[src/rtl/systolic_feeder_pkg.sv]
// Shared definitions for the systolic array feeder: default array geometry
// and the controller state encoding.
package systolic_feeder_pkg;

  localparam int N_DEF         = 4;
  localparam int BIT_WIDTH_DEF = 8;

  typedef enum logic [2:0] {
    IDLE    = 3'd0,
    COLLECT = 3'd1,
    PUSH    = 3'd2,
    STREAM  = 3'd3,
    DRAIN   = 3'd4
  } state_t;

endpackage

[src/rtl/systolic_feeder_skew_line.sv]
// Fixed-depth delay line for one array row. Data and valid travel together
// so a row's valid always lines up with its data on the far end.
module skew_line #(
  parameter int depth     = 1,
  parameter int bit_width = 8
) (
  input  logic                 clk,
  input  logic                 rst,
  input  logic [bit_width-1:0] data,
  input  logic                 vld,
  output logic [bit_width-1:0] data_dly,
  output logic                 vld_dly
);

  logic [bit_width-1:0] data_sr [depth];
  logic [depth-1:0]     vld_sr;

  // Shift data and valid one stage per clock; reset empties the whole line.
  always_ff @(posedge clk) begin
    if (rst) begin
      for (int i = 0; i < depth; i++) data_sr[i] <= '0;
      vld_sr <= '0;
    end else begin
      data_sr[0] <= data;
      vld_sr[0]  <= vld;
      for (int i = 1; i < depth; i++) begin
        data_sr[i] <= data_sr[i-1];
        vld_sr[i]  <= vld_sr[i-1];
      end
    end
  end

  assign data_dly = data_sr[depth-1];
  assign vld_dly  = vld_sr[depth-1];

endmodule

[src/rtl/systolic_feeder.sv]
// Feeder for an N x N weight-stationary systolic array. A job collects N
// weight rows, pushes them down the columns with ctrl high, streams num_vec
// activation vectors through a per-row skew, then drains the array.
module systolic_feeder
  import systolic_feeder_pkg::*;
#(
  parameter int N         = N_DEF,
  parameter int bit_width = BIT_WIDTH_DEF,
  parameter int cnt_width = 16
) (
  input  logic                   clk,
  input  logic                   rst,
  input  logic                   start,
  input  logic [cnt_width-1:0]   num_vec,
  input  logic [N*bit_width-1:0] wt_row,
  input  logic                   wt_valid,
  output logic                   wt_ready,
  input  logic [N*bit_width-1:0] act_vec,
  input  logic                   act_valid,
  output logic                   act_ready,
  output logic                   ctrl,
  output logic [N*bit_width-1:0] wt_out,
  output logic [N*bit_width-1:0] data_out,
  output logic [N-1:0]           data_vld_out,
  output logic                   busy,
  output logic                   done
);

  // The step counter is shared by COLLECT, PUSH (0..N-1) and DRAIN (0..2N-2).
  localparam int IDX_W  = (N > 1) ? $clog2(N) : 1;
  localparam int STEP_W = $clog2(2 * N);
  localparam logic [STEP_W-1:0] LAST_BEAT  = STEP_W'(N - 1);
  localparam logic [STEP_W-1:0] LAST_DRAIN = STEP_W'(2 * N - 2);

  state_t                 state;
  logic [STEP_W-1:0]      step;
  logic [cnt_width-1:0]   vec_cnt;
  logic [cnt_width-1:0]   num_lat;
  logic [N*bit_width-1:0] wbuf [N];
  logic [N*bit_width-1:0] feed_data;
  logic                   feed_vld;

  // Job controller: sequences collect/push/stream/drain and owns all counters.
  always_ff @(posedge clk) begin
    if (rst) begin
      state   <= IDLE;
      step    <= '0;
      vec_cnt <= '0;
      num_lat <= '0;
      for (int i = 0; i < N; i++) wbuf[i] <= '0;
    end else begin
      case (state)
        IDLE: begin
          if (start) begin
            num_lat <= num_vec;
            step    <= '0;
            state   <= COLLECT;
          end
        end
        COLLECT: begin
          if (wt_valid) begin
            wbuf[step[IDX_W-1:0]] <= wt_row;
            if (step == LAST_BEAT) begin
              step  <= '0;
              state <= PUSH;
            end else begin
              step <= step + 1'b1;
            end
          end
        end
        PUSH: begin
          if (step == LAST_BEAT) begin
            step <= '0;
            if (num_lat != '0) begin
              vec_cnt <= '0;
              state   <= STREAM;
            end else begin
              state <= DRAIN;
            end
          end else begin
            step <= step + 1'b1;
          end
        end
        STREAM: begin
          if (act_valid) begin
            if (vec_cnt == num_lat - cnt_width'(1)) begin
              step  <= '0;
              state <= DRAIN;
            end else begin
              vec_cnt <= vec_cnt + 1'b1;
            end
          end
        end
        DRAIN: begin
          if (step == LAST_DRAIN) begin
            step  <= '0;
            state <= IDLE;
          end else begin
            step <= step + 1'b1;
          end
        end
        default: state <= IDLE;
      endcase
    end
  end

  // Status and handshake outputs are pure decodes of the registered state.
  assign busy      = (state != IDLE);
  assign wt_ready  = (state == COLLECT);
  assign act_ready = (state == STREAM);
  assign ctrl      = (state == PUSH);
  assign wt_out    = ctrl ? wbuf[step[IDX_W-1:0]] : '0;
  assign done      = (state == DRAIN) && (step == LAST_DRAIN);

  // Outside an accepted stream beat the skew lines are fed zero bubbles.
  assign feed_vld  = (state == STREAM) && act_valid;
  assign feed_data = feed_vld ? act_vec : '0;

  for (genvar r = 0; r < N; r++) begin : g_row
    skew_line #(
      .depth    (r + 1),
      .bit_width(bit_width)
    ) u_skew (
      .clk     (clk),
      .rst     (rst),
      .data    (feed_data[r*bit_width +: bit_width]),
      .vld     (feed_vld),
      .data_dly(data_out[r*bit_width +: bit_width]),
      .vld_dly (data_vld_out[r])
    );
  end

endmodule

[config.mk]
export PLATFORM = sky130hd
export DESIGN_NAME = systolic_feeder
export DESIGN_NICKNAME = d
export VERILOG_FILES = /design/src/rtl/systolic_feeder_pkg.sv /design/src/rtl/systolic_feeder_skew_line.sv /design/src/rtl/systolic_feeder.sv
export SDC_FILE = /design/constraint.sdc
export NUM_CORES = 1
export LEC_CHECK = 0
export ABC_AREA = 1
export CAP_MARGIN = 5
export CORE_UTILIZATION = 50
export CTS_BUF_LIST = sky130_fd_sc_hd__clkbuf_4 sky130_fd_sc_hd__clkbuf_8
export DETAILED_ROUTE_END_ITERATION = 10
export GPL_TIMING_DRIVEN = 0
export PLACE_DENSITY_LB_ADDON = 0.15
export SLEW_MARGIN = 20
export SYNTH_ARGS = -nofsm -noshare
export SYNTH_HDL_FRONTEND = slang
export SYNTH_HIERARCHICAL = 1
export SYNTH_SLANG_ARGS = --single-unit
[constraint.sdc]
create_clock -name clk -period 3.9 [get_ports clk]
set_input_delay 0.39 -clock clk [delete_from_list [all_inputs] [get_ports clk]]
set_output_delay 0.39 -clock clk [all_outputs]
set_load 0.05 [all_outputs]
==> impl_metrics.tcl, run 1 <==
set metrics [dict create \
    max_stage_delay_ns 0.86 \
    netlist.area_leader.share_pct 33.4 \
    die_area_mm2 0.0236 \
    core_mm2 0.0226 \
    setup_slack_ns 0.338 \
    setup_violations 0 \
    tightest_slew_ns 0.725 \
    num_vias 9184 \
    ctsResizeCount 0 \
    clock.fmax_mhz 281 \
    portBuffers 156 \
    syn_inst 1376 \
    crit_path_end "wt_out[31]" \
    ys.flop_type "dfxtp_1" \
    grt_max_degree 27 \
    die_height_um 154 \
    crit_path_start_kind "register" \
    synth.area.top_cells "edfxtp_1 33%, dfxtp_1 23%, nor2_1 14%, inv_1 6.7%, o21ai_0 3.7%" \
    antenna_cells 0 \
    yosys_warnings 6 \
    std_cell_rows 55 \
    slowest_stage "clkdlybuf4s50_1" \
    via_per_inst 4.84 \
    rrSetupSlack_ns 1.15 \
    dp_hpwl_mm 18.3 \
    grtUsageTotal_pct 22.5 \
    ys_seq_elements 258 \
    period_minus_slack_ns 3.56 \
    syn_nets 1468 \
    finalPower_mw 7.81 \
    clk_latency_ns 0.53 \
    rr_startpoint "state[0]" \
    gp_congestion 0.907 \
    layout.nets 1673 \
    postRouteAntennaNets 0 \
    grt_pass1_wl_mm 42.7 \
    r2r.worst_path.cells 12 \
    htree_levels 2 \
    finalClockSkew_ns 0.0128 \
    vdd_drop_max_uv 333 \
    avgSynthCellArea_um2 8.36 \
    clockBufferDepth 3 \
    yosys.area.top_type "edfxtp_1" \
    root_buffer "clkbuf_8" \
    dp_slack_ns 0.965 \
    drt_iter0_markers 543 \
    wire_per_inst_um 13.8 \
    cp_max_fo 10 \
    synth-async-reset-ratio_pct 0 \
    drtPass1Iterations 8 \
    power_density_mw_per_mm2 543 \
    status "finished with violations" \
    required_ns 3.51 \
    post_cts_buffers 0 \
    synth_cell_type_count 38 \
    cts_tree "yes" \
    clkTransAtPathRegs_ns 0.06 \
    final_hold_viol_count 0 \
    antenna_found_initial 0 \
    ioPinCount 158 \
    grt_pass1_vias 8806 \
    timing.final.crit_share_pct 91.3 \
    slew_headroom_pct 51.6 \
    drt_wl_total_mm 26.2 \
    initial_core_util_pct 51.0 \
    rsz0062_at_grt "false" \
    syn_to_final_growth_pct 25.1 \
    syn_area_mm2 0.0115 \
    numClockSinks 258 \
    drv_cap 0 \
    leakage_nw 5.74 \
    cts_buffers 42 \
    worst_hold_slack_ns 0.0536 \
    ys_seq_area_share_pct 56.0 \
    setup_tns_ns 0 \
    grt.overflow.total 0 \
    cp-end-kind "output pin" \
    hold_path_class "in2reg" \
    crit_chain "clkbuf_1, clkbuf_1, nor2_1, nor2_1, o21ai_0, a21oi_1, clkdlybuf4s50_1" \
    r2r_end "wbuf[0][10]" \
    crit_type "reg2out" \
    drv_slew 0 \
    holdBufCountCts 0 \
    violations "DRC" \
    synth_edf_count 128 \
    drc 2 \
    cp.arrival_ns 3.17 \
    layout-drive-gt1-share_pct 9.80 \
    die_w_um 154 \
]
-- placed cells by master (no fill, tap or decap), types with 7 or more instances in the layout --
cell,instances
xnor2_1,8
nand2_1,90
clkbuf_4,17
nand3_1,39
nand2_2,14
xor2_1,15
clkdlybuf4s50_1,156
a21oi_2,10
a21oi_1,59
clkbuf_1,43
nor2_2,10
inv_1,206
o21ai_0,84
nor2_1,415
buf_1,7
nor3_1,38
buf_6,9
ha_1,7
buf_4,16
edfxtp_1,128
nand4_1,9
dfxtp_1,130
clkbuf_8,47
-- where the power goes --
group          switching (mW)  internal [mW]  total, mW  leakage, nW
logic                    1.60          0.759       2.35         2.91
registers               0.110           3.05       3.16         2.37
clock network            1.03           1.27       2.30        0.452
-- registers in the layout (all words and copies together), names as in the netlist, named ones only --
signal / cells
wbuf: 128
g_row.u_skew/data_sr: 80
num_lat: 16
vec_cnt: 16
g_row.u_skew/vld_sr: 9
state: 3
step: 3
g_row.u_skew/vld_dly: 1
-- worst max-delay path, delay by kind of cell (launching register included) --
kind,cells,cell delay (ns)
DFF,1,0.33
AOI/OAI and AO/OA,2,0.33
and+or+nand+nor,2,0.20
buffers and inverters,3,1.77
-- Yosys cell counts (10+ instances only) --
master,instances
nand2_2,12
xor2_1,15
a21oi_2,10
nor2_2,10
nor2_1,415
nand3_1,39
nor3_1,38
buf_4,16
o21ai_0,85
clkbuf_1,43
edfxtp_1,128
a21oi_1,59
dfxtp_1,130
inv_1,206
nand2_1,92
-- worst min path at each step --
stage / start / end / slack [ns] / cells past startpoint
2_1_floorplan: g_row[1].u_skew/data_sr[0][2] / g_row[1].u_skew/data_sr[0][10] / 0.39 / 2
6_report: rst / g_row[0].u_skew/data_sr[0][2] / 0.05 / 2
5_1_grt: rst / g_row[1].u_skew/vld_sr[1] / 0.05 / 2
3_5_place_dp: g_row[2].u_skew/data_sr[0][11] / g_row[2].u_skew/data_sr[0][19] / 0.39 / 2
3_3_place_gp: g_row[1].u_skew/data_sr[0][4] / g_row[1].u_skew/data_sr[0][12] / 0.39 / 2
4_1_cts: rst / g_row[0].u_skew/data_sr[0][0] / 0.03 / 2
-- stage by stage --
| stage | instances | utilization (%) | cell area (um2) |
|---|---|---|---|
| 2_1_floorplan | 1376 | - | 11500 |
| 3_3_place_gp | 1817 | 59.5 | 13400 |
| 3_5_place_dp | 1822 | 60.0 | 13500 |
| 4_1_cts | 1898 | 63.7 | 14400 |
| 5_1_grt | 1898 | 63.7 | 14400 |
| 6_report | 1898 | 63.7 | 14400 |
-- logic make-up (layout without fill, tap and decap cells) --
group           Yosys count  after routing  synth area share, %
compound gates          164            164                 7.60
xor+xnor                 23             23                 1.75
fa+ha+maj                 7              7                0.761
buf+inv                 293            530                 10.9
flops                   258            258                 56.0
simple gates            631            631                 22.9
-- metal layers --
| metal | share of wire [%] | routed length, um | track usage, % | up-vias |
|---|---|---|---|---|
| met5 | 0 | 0 | 0 | - |
| li1 | - | - | - | 4703 |
| met3 | 7.0 | 1830 | 4.71 | 47 |
| met2 | 49 | 12700 | 39.0 | 253 |
| met1 | 42 | 11100 | 28.0 | 4181 |
| met4 | 2.1 | 541 | 7.62 | 0 |
-- final cells by class --
class                   count  area, um2
well taps                 285        357
multi-input cells         825       3830
flip-flops and latches    258       6450
fillers                  1969       8180
repair buffers            161       1660
clock inverters            12       63.8
inverters                 211        792
plain buffers              82        464
clock buffers              64        774
(Power assumes the default switching activity.)
==> run 2, diff against run 1 <==
--- a/config.mk
+++ b/config.mk
@@ -17,3 +17,4 @@
 export SYNTH_HDL_FRONTEND = slang
 export SYNTH_HIERARCHICAL = 1
 export SYNTH_SLANG_ARGS = --single-unit
+export TNS_END_PERCENT = 30
==> run 2 against run 1 <==
  * The run now ends clean
  * Routed wire length rose by 4.2%
  * Critical path depth did not move
  * Die area did not move
  * Power is 1.5% higher
  * Clock-buffer cell count rose by 6
  * Sequential cell count did not move
  * Cell area increased by 0.30%
  * Global-route usage grew 0.98 points
==> impl_metrics.tcl, run 2 (synthesized netlist as in run 1, its figures left out) <==
set metrics [dict create \
    drtPass1Iterations 7 \
    p_switching_mw 2.74 \
    route.met2.wl_mm 13.1 \
    vdd_drop_max_uv 289 \
    ctsResizeCount 0 \
    timing.final.crit_share_pct 91.9 \
    clockBufferDepth 3 \
    layout.nets 1674 \
    r2r.worst_path.cells 12 \
    cp_max_fo 10 \
    num_vias 9218 \
    tightest_slew_ns 0.710 \
    required_ns 3.51 \
    die_w_um 154 \
    power_density_mw_per_mm2 549 \
    crit_type "reg2out" \
    period_minus_slack_ns 3.58 \
    postRouteAntennaNets 0 \
    internal_power_mw 5.19 \
    post_cts_buffers 0 \
    grtUsageTotal_pct 23.5 \
    htree_levels 2 \
    via_per_inst 4.86 \
    holdBufCountCts 0 \
    antenna_found_initial 1 \
    drv_cap 0 \
    drt_iter0_markers 542 \
    regMostFlops "wbuf" \
    hold_depth 2 \
    slew_headroom_pct 52.6 \
    dp_slack_ns 0.909 \
    numClockSinks 258 \
    seq_power_share_pct 39.9 \
    root_buffer "clkbuf_8" \
    highest_layer "met5" \
    rsz0062_at_grt "false" \
    rrSetupSlack_ns 1.17 \
    ioPinCount 158 \
    holdCritStartpoint "rst" \
    clock.fmax_mhz 279 \
    multi_input_area_mm2 0.00383 \
    p_clk_share_pct 30.4 \
    clkTransAtPathRegs_ns 0.06 \
    leakage_nw 5.76 \
    grt_pass1_wl_mm 44.0 \
    clk_latency_ns 0.55 \
    grt_pass1_vias 8859 \
    worst_hold_slack_ns 0.0608 \
    hold_path_class "in2reg" \
    drt_wl_total_mm 27.2 \
    nFillCells 1968 \
    die_area_mm2 0.0236 \
    layout_commonest_cell "nor2_1" \
    grt_max_degree 28 \
    cts_buffers 42 \
    wl_met1_mm 11.6 \
    cp-end-kind "output pin" \
    regArea_mm2 0.00645 \
    crit_path_start_kind "register" \
    wl_met3_mm 2.02 \
    portBuffers 156 \
    antenna_cells 0 \
    dp_hpwl_mm 18.8 \
    core_mm2 0.0226 \
    drc 0 \
    setup_slack_ns 0.316 \
    r2r_end "wbuf[1][9]" \
    layout-drive-gt1-share_pct 9.92 \
    die_height_um 154 \
    rr_startpoint "state[0]" \
    status "finished clean" \
    finalClockSkew_ns 0.0260 \
    syn_to_final_growth_pct 25.5 \
    grt.overflow.total 0 \
    layout_common_cells "415 x nor2_1, 206 x inv_1, 156 x clkdlybuf4s50_1" \
    std_cell_rows 55 \
    p_comb_share_pct 29.7 \
    hold_end "g_row[1].u_skew/data_sr[0][1]" \
    final_hold_viol_count 0 \
    cts_tree "yes" \
    setup_violations 0 \
    initial_core_util_pct 51.0 \
    largest_reg_flops 128 \
    largestRegisters "wbuf (128), g_row.u_skew/data_sr (80)" \
    p_sw_share_pct 34.6 \
    gp_congestion 0.890 \
    wire_per_inst_um 14.4 \
    cp.arrival_ns 3.19 \
    drv_slew 0 \
]
run 2: worst max-delay path by stage:
stage,end,depth (start not counted)
after global placement,wbuf[2][9],5
after global routing,wt_out[13],7
after CTS,wt_out[14],7
after detailed placement,wt_out[14],7
final,wt_out[21],7
after floorplan,wbuf[2][0],6
run 2: routing by layer:
| metal | track usage [%] | vias to the layer above |
|---|---|---|
| met5 | 0 | - |
| li1 | - | 4714 |
| met2 | 40.5 | 295 |
| met1 | 29.6 | 4158 |
| met3 | 4.76 | 49 |
| met4 | 7.52 | 2 |
run 2: area by class of cell:
| type | count | area share, % |
|---|---|---|
| inverter | 211 | 5.49 |
| multi-input combinational | 825 | 26.5 |
| tap | 285 | 2.47 |
| clock buffer | 70 | 5.64 |
| timing repair buffer | 162 | 11.5 |
| buffer | 82 | 3.22 |
| clock inverter | 5 | 0.425 |
| sequential | 258 | 44.7 |
run 2: worst max-delay path: stages, from the launching register on:
cell and delay [ns]:
dfxtp_1 0.34, clkbuf_1 0.39, buf_1 0.48, nor2_1 0.10, nor2_1 0.09, o21ai_0 0.09
a21oi_1 0.30, clkdlybuf4s50_1 0.86
run 2: power groups by stage:
stage / Clock (mW) / Combinational, mW / Sequential, mW
floorplan: 0 / 1.65 / 3.20
global placement: 0 / 2.29 / 3.22
CTS: 2.46 / 2.36 / 3.16
detailed placement: 0 / 2.35 / 3.21
finish: 2.41 / 2.36 / 3.16
global route: 2.58 / 2.63 / 3.18
run 2: per-stage QoR:
| stage | TNS, ns | area, um2 | power (mW) | cells | utilization (%) |
|---|---|---|---|---|---|
| after floorplan | -26.41 | 11500 | 4.85 | 1376 | - |
| after global placement | -41.52 | 13400 | 5.51 | 1817 | 59.5 |
| after detailed placement | 0 | 13600 | 5.56 | 1823 | 60.1 |
| after CTS | 0 | 14400 | 7.97 | 1898 | 63.9 |
| after global routing | 0 | 14400 | 8.38 | 1898 | 63.9 |
| final | 0 | 14400 | 7.93 | 1898 | 63.9 |
==> run 3, diff against run 2 <==
==> constraint.sdc (replaced) <==
create_clock -name clk -period 3.56 [get_ports clk]
set_input_delay 0.356 -clock clk [delete_from_list [all_inputs] [get_ports clk]]
set_output_delay 0.356 -clock clk [all_outputs]
set_load 0.05 [all_outputs]
==> run 3 against run 2 <==
  * Global-route usage decreased by 0.93 points
  * Sequential power increased by 9.5%
  * Register-to-register slack got worse by 0.35 ns
  * Routed wire length decreased by 3.9%
  * Critical endpoint is now wt_out[16]
  * Largest power group unchanged
==> impl_metrics.tcl, run 3 (synthesized netlist as in run 1, its figures left out) <==
set metrics [dict create \
    grt_pass1_wl_mm 42.7 \
    tightest_slew_ns 0.726 \
    antenna_cells 0 \
    die_height_um 154 \
    die_w_um 154 \
    leakage_nw 6.05 \
    timing.final.crit_share_pct 95.1 \
    die_area_mm2 0.0236 \
    portBuffers 156 \
    finalClockSkew_ns 0.0128 \
    grt.overflow.total 0 \
    finalPower_mw 8.55 \
    root_buffer "clkbuf_8" \
    placed_cells 1822 \
    status "finished clean" \
    cp.arrival_ns 3.03 \
    ioPinCount 158 \
    crit_chain "clkbuf_1, clkbuf_1, nor2_1, nor2_1, o21ai_0, a21oi_1, clkdlybuf4s50_1" \
    critical_path_buf_inv_count 3 \
    std_cell_rows 55 \
    drv_cap 0 \
    drv_slew 0 \
    clkTransAtPathRegs_ns 0.06 \
    required_ns 3.20 \
    antenna_found_initial 0 \
    cts_tree "yes" \
    setup_tns_ns 0 \
    largest_reg_flops 128 \
    drtPass1Iterations 7 \
    drc 0 \
    numClockSinks 258 \
    clockBufferDepth 3 \
    rrSetupSlack_ns 0.82 \
    slew_headroom_pct 51.6 \
    wire_per_inst_um 13.8 \
    regMostFlops "wbuf" \
    cp_max_fo 10 \
    critPathTopFamily "buffers and inverters" \
    layout_common_cells "415 x nor2_1, 206 x inv_1, 140 x clkdlybuf4s50_1" \
    layout.nets 1674 \
    worst_hold_slack_ns 0.0308 \
    initial_core_util_pct 51.0 \
    layout_commonest_cell "nor2_1" \
    num_vias 9183 \
    layout-drive-gt1-share_pct 10.0 \
    core_mm2 0.0226 \
    grt_max_degree 27 \
    power_density_mw_per_mm2 592 \
    clock.fmax_mhz 296 \
    cts_buffers 42 \
    syn_to_final_growth_pct 25.5 \
    fin_cells 1899 \
    largestRegisters "wbuf (128), g_row.u_skew/data_sr (80)" \
    clk_latency_ns 0.53 \
    final_hold_viol_count 0 \
    gp_congestion 0.907 \
    postRouteAntennaNets 0 \
    cp-end-kind "output pin" \
    setup_violations 0 \
    via_per_inst 4.84 \
    drt_wl_total_mm 26.2 \
    grt_pass1_vias 8809 \
    htree_levels 2 \
    hold_path_class "in2reg" \
    r2r.worst_path.cells 12 \
    rr_startpoint "state[0]" \
    max_stage_delay_ns 0.82 \
    final_core_util_pct 64.0 \
    drt_iter0_markers 602 \
    grtUsageTotal_pct 22.6 \
    crit_type "reg2out" \
    crit_path_end "wt_out[16]" \
    nFillCells 1968 \
    crit_path_start_kind "register" \
    period_minus_slack_ns 3.38 \
    rsz0062_at_grt "false" \
    slowest_stage "clkdlybuf4s50_1" \
    dp_hpwl_mm 18.3 \
    worst-path-stages 7 \
    vdd_drop_max_uv 365 \
    r2r_end "wbuf[0][17]" \
]
run 3: cell count changes in the layout (fill, tap and decap cells not counted), moves of 2 or more:
cell | previous run | this run
dlymetal6s2s_1 | 0 | 16
clkbuf_2 | 1 | 5
clkdlybuf4s50_1 | 156 | 140
buf_6 | 11 | 9
clkbuf_4 | 24 | 17
clkinv_2 | 0 | 6
buf_1 | 7 | 4
clkinv_1 | 4 | 6
run 3: power breakdown:
part | switching (mW) | internal [mW] | total (mW)
sequential | 0.121 | 3.34 | 3.46
combinational | 1.74 | 0.832 | 2.58
clock | 1.12 | 1.39 | 2.52
run 3: through the flow:
| stage | instance area, um2 | setup WS (ns) |
|---|---|---|
| floorplan | 11500 | -0.304 |
| global placement | 13400 | -0.281 |
| detailed placement | 13500 | 0.659 |
| CTS | 14400 | 0.0415 |
| global route | 14400 | 0.00369 |
| finish | 14400 | 0.176 |
run 3: area by class of cell:
cell class,instances,area [um2],share of cell area [%]
clock inverters,12,63.8,0.442
repair buffers,162,1710,11.8
clock buffers,64,774,5.36
flip-flops and latches,258,6450,44.6
multi-input cells,825,3830,26.5
inverters,211,792,5.48
plain buffers,82,469,3.25
well taps,285,357,2.47
run 3: timing repair:
action / 4_1_cts / 5_1_grt
setup buffers: 0 / 0
endpoints found under the setup margin: 0 / 30
endpoints found under the hold margin: 1 / 0
hold buffers: 1 / 0
resized for setup: 0 / 21
run 3: worst min-delay path by stage:
stage | start | end | slack, ns | depth (start not counted)
global placement | g_row[1].u_skew/data_sr[0][4] | g_row[1].u_skew/data_sr[0][12] | 0.39 | 2
detailed placement | g_row[2].u_skew/data_sr[0][11] | g_row[2].u_skew/data_sr[0][19] | 0.39 | 2
floorplan | g_row[1].u_skew/data_sr[0][2] | g_row[1].u_skew/data_sr[0][10] | 0.39 | 2
finish | rst | g_row[3].u_skew/data_sr[0][7] | 0.03 | 2
global route | rst | g_row[1].u_skew/data_sr[0][4] | 0.02 | 2
CTS | rst | g_row[1].u_skew/vld_sr[1] | 0.01 | 2
run 3: layer usage:
metal / vias to the layer above / GRT usage (%) / wire, um / share of wire (%)
li1: 4705 / - / - / -
met1: 4203 / 28.1 / 11100 / 42
met2: 236 / 39.2 / 12900 / 49
met3: 39 / 4.62 / 1710 / 6.5
met4: 0 / 7.62 / 473 / 1.8
met5: - / 0 / 0 / 0
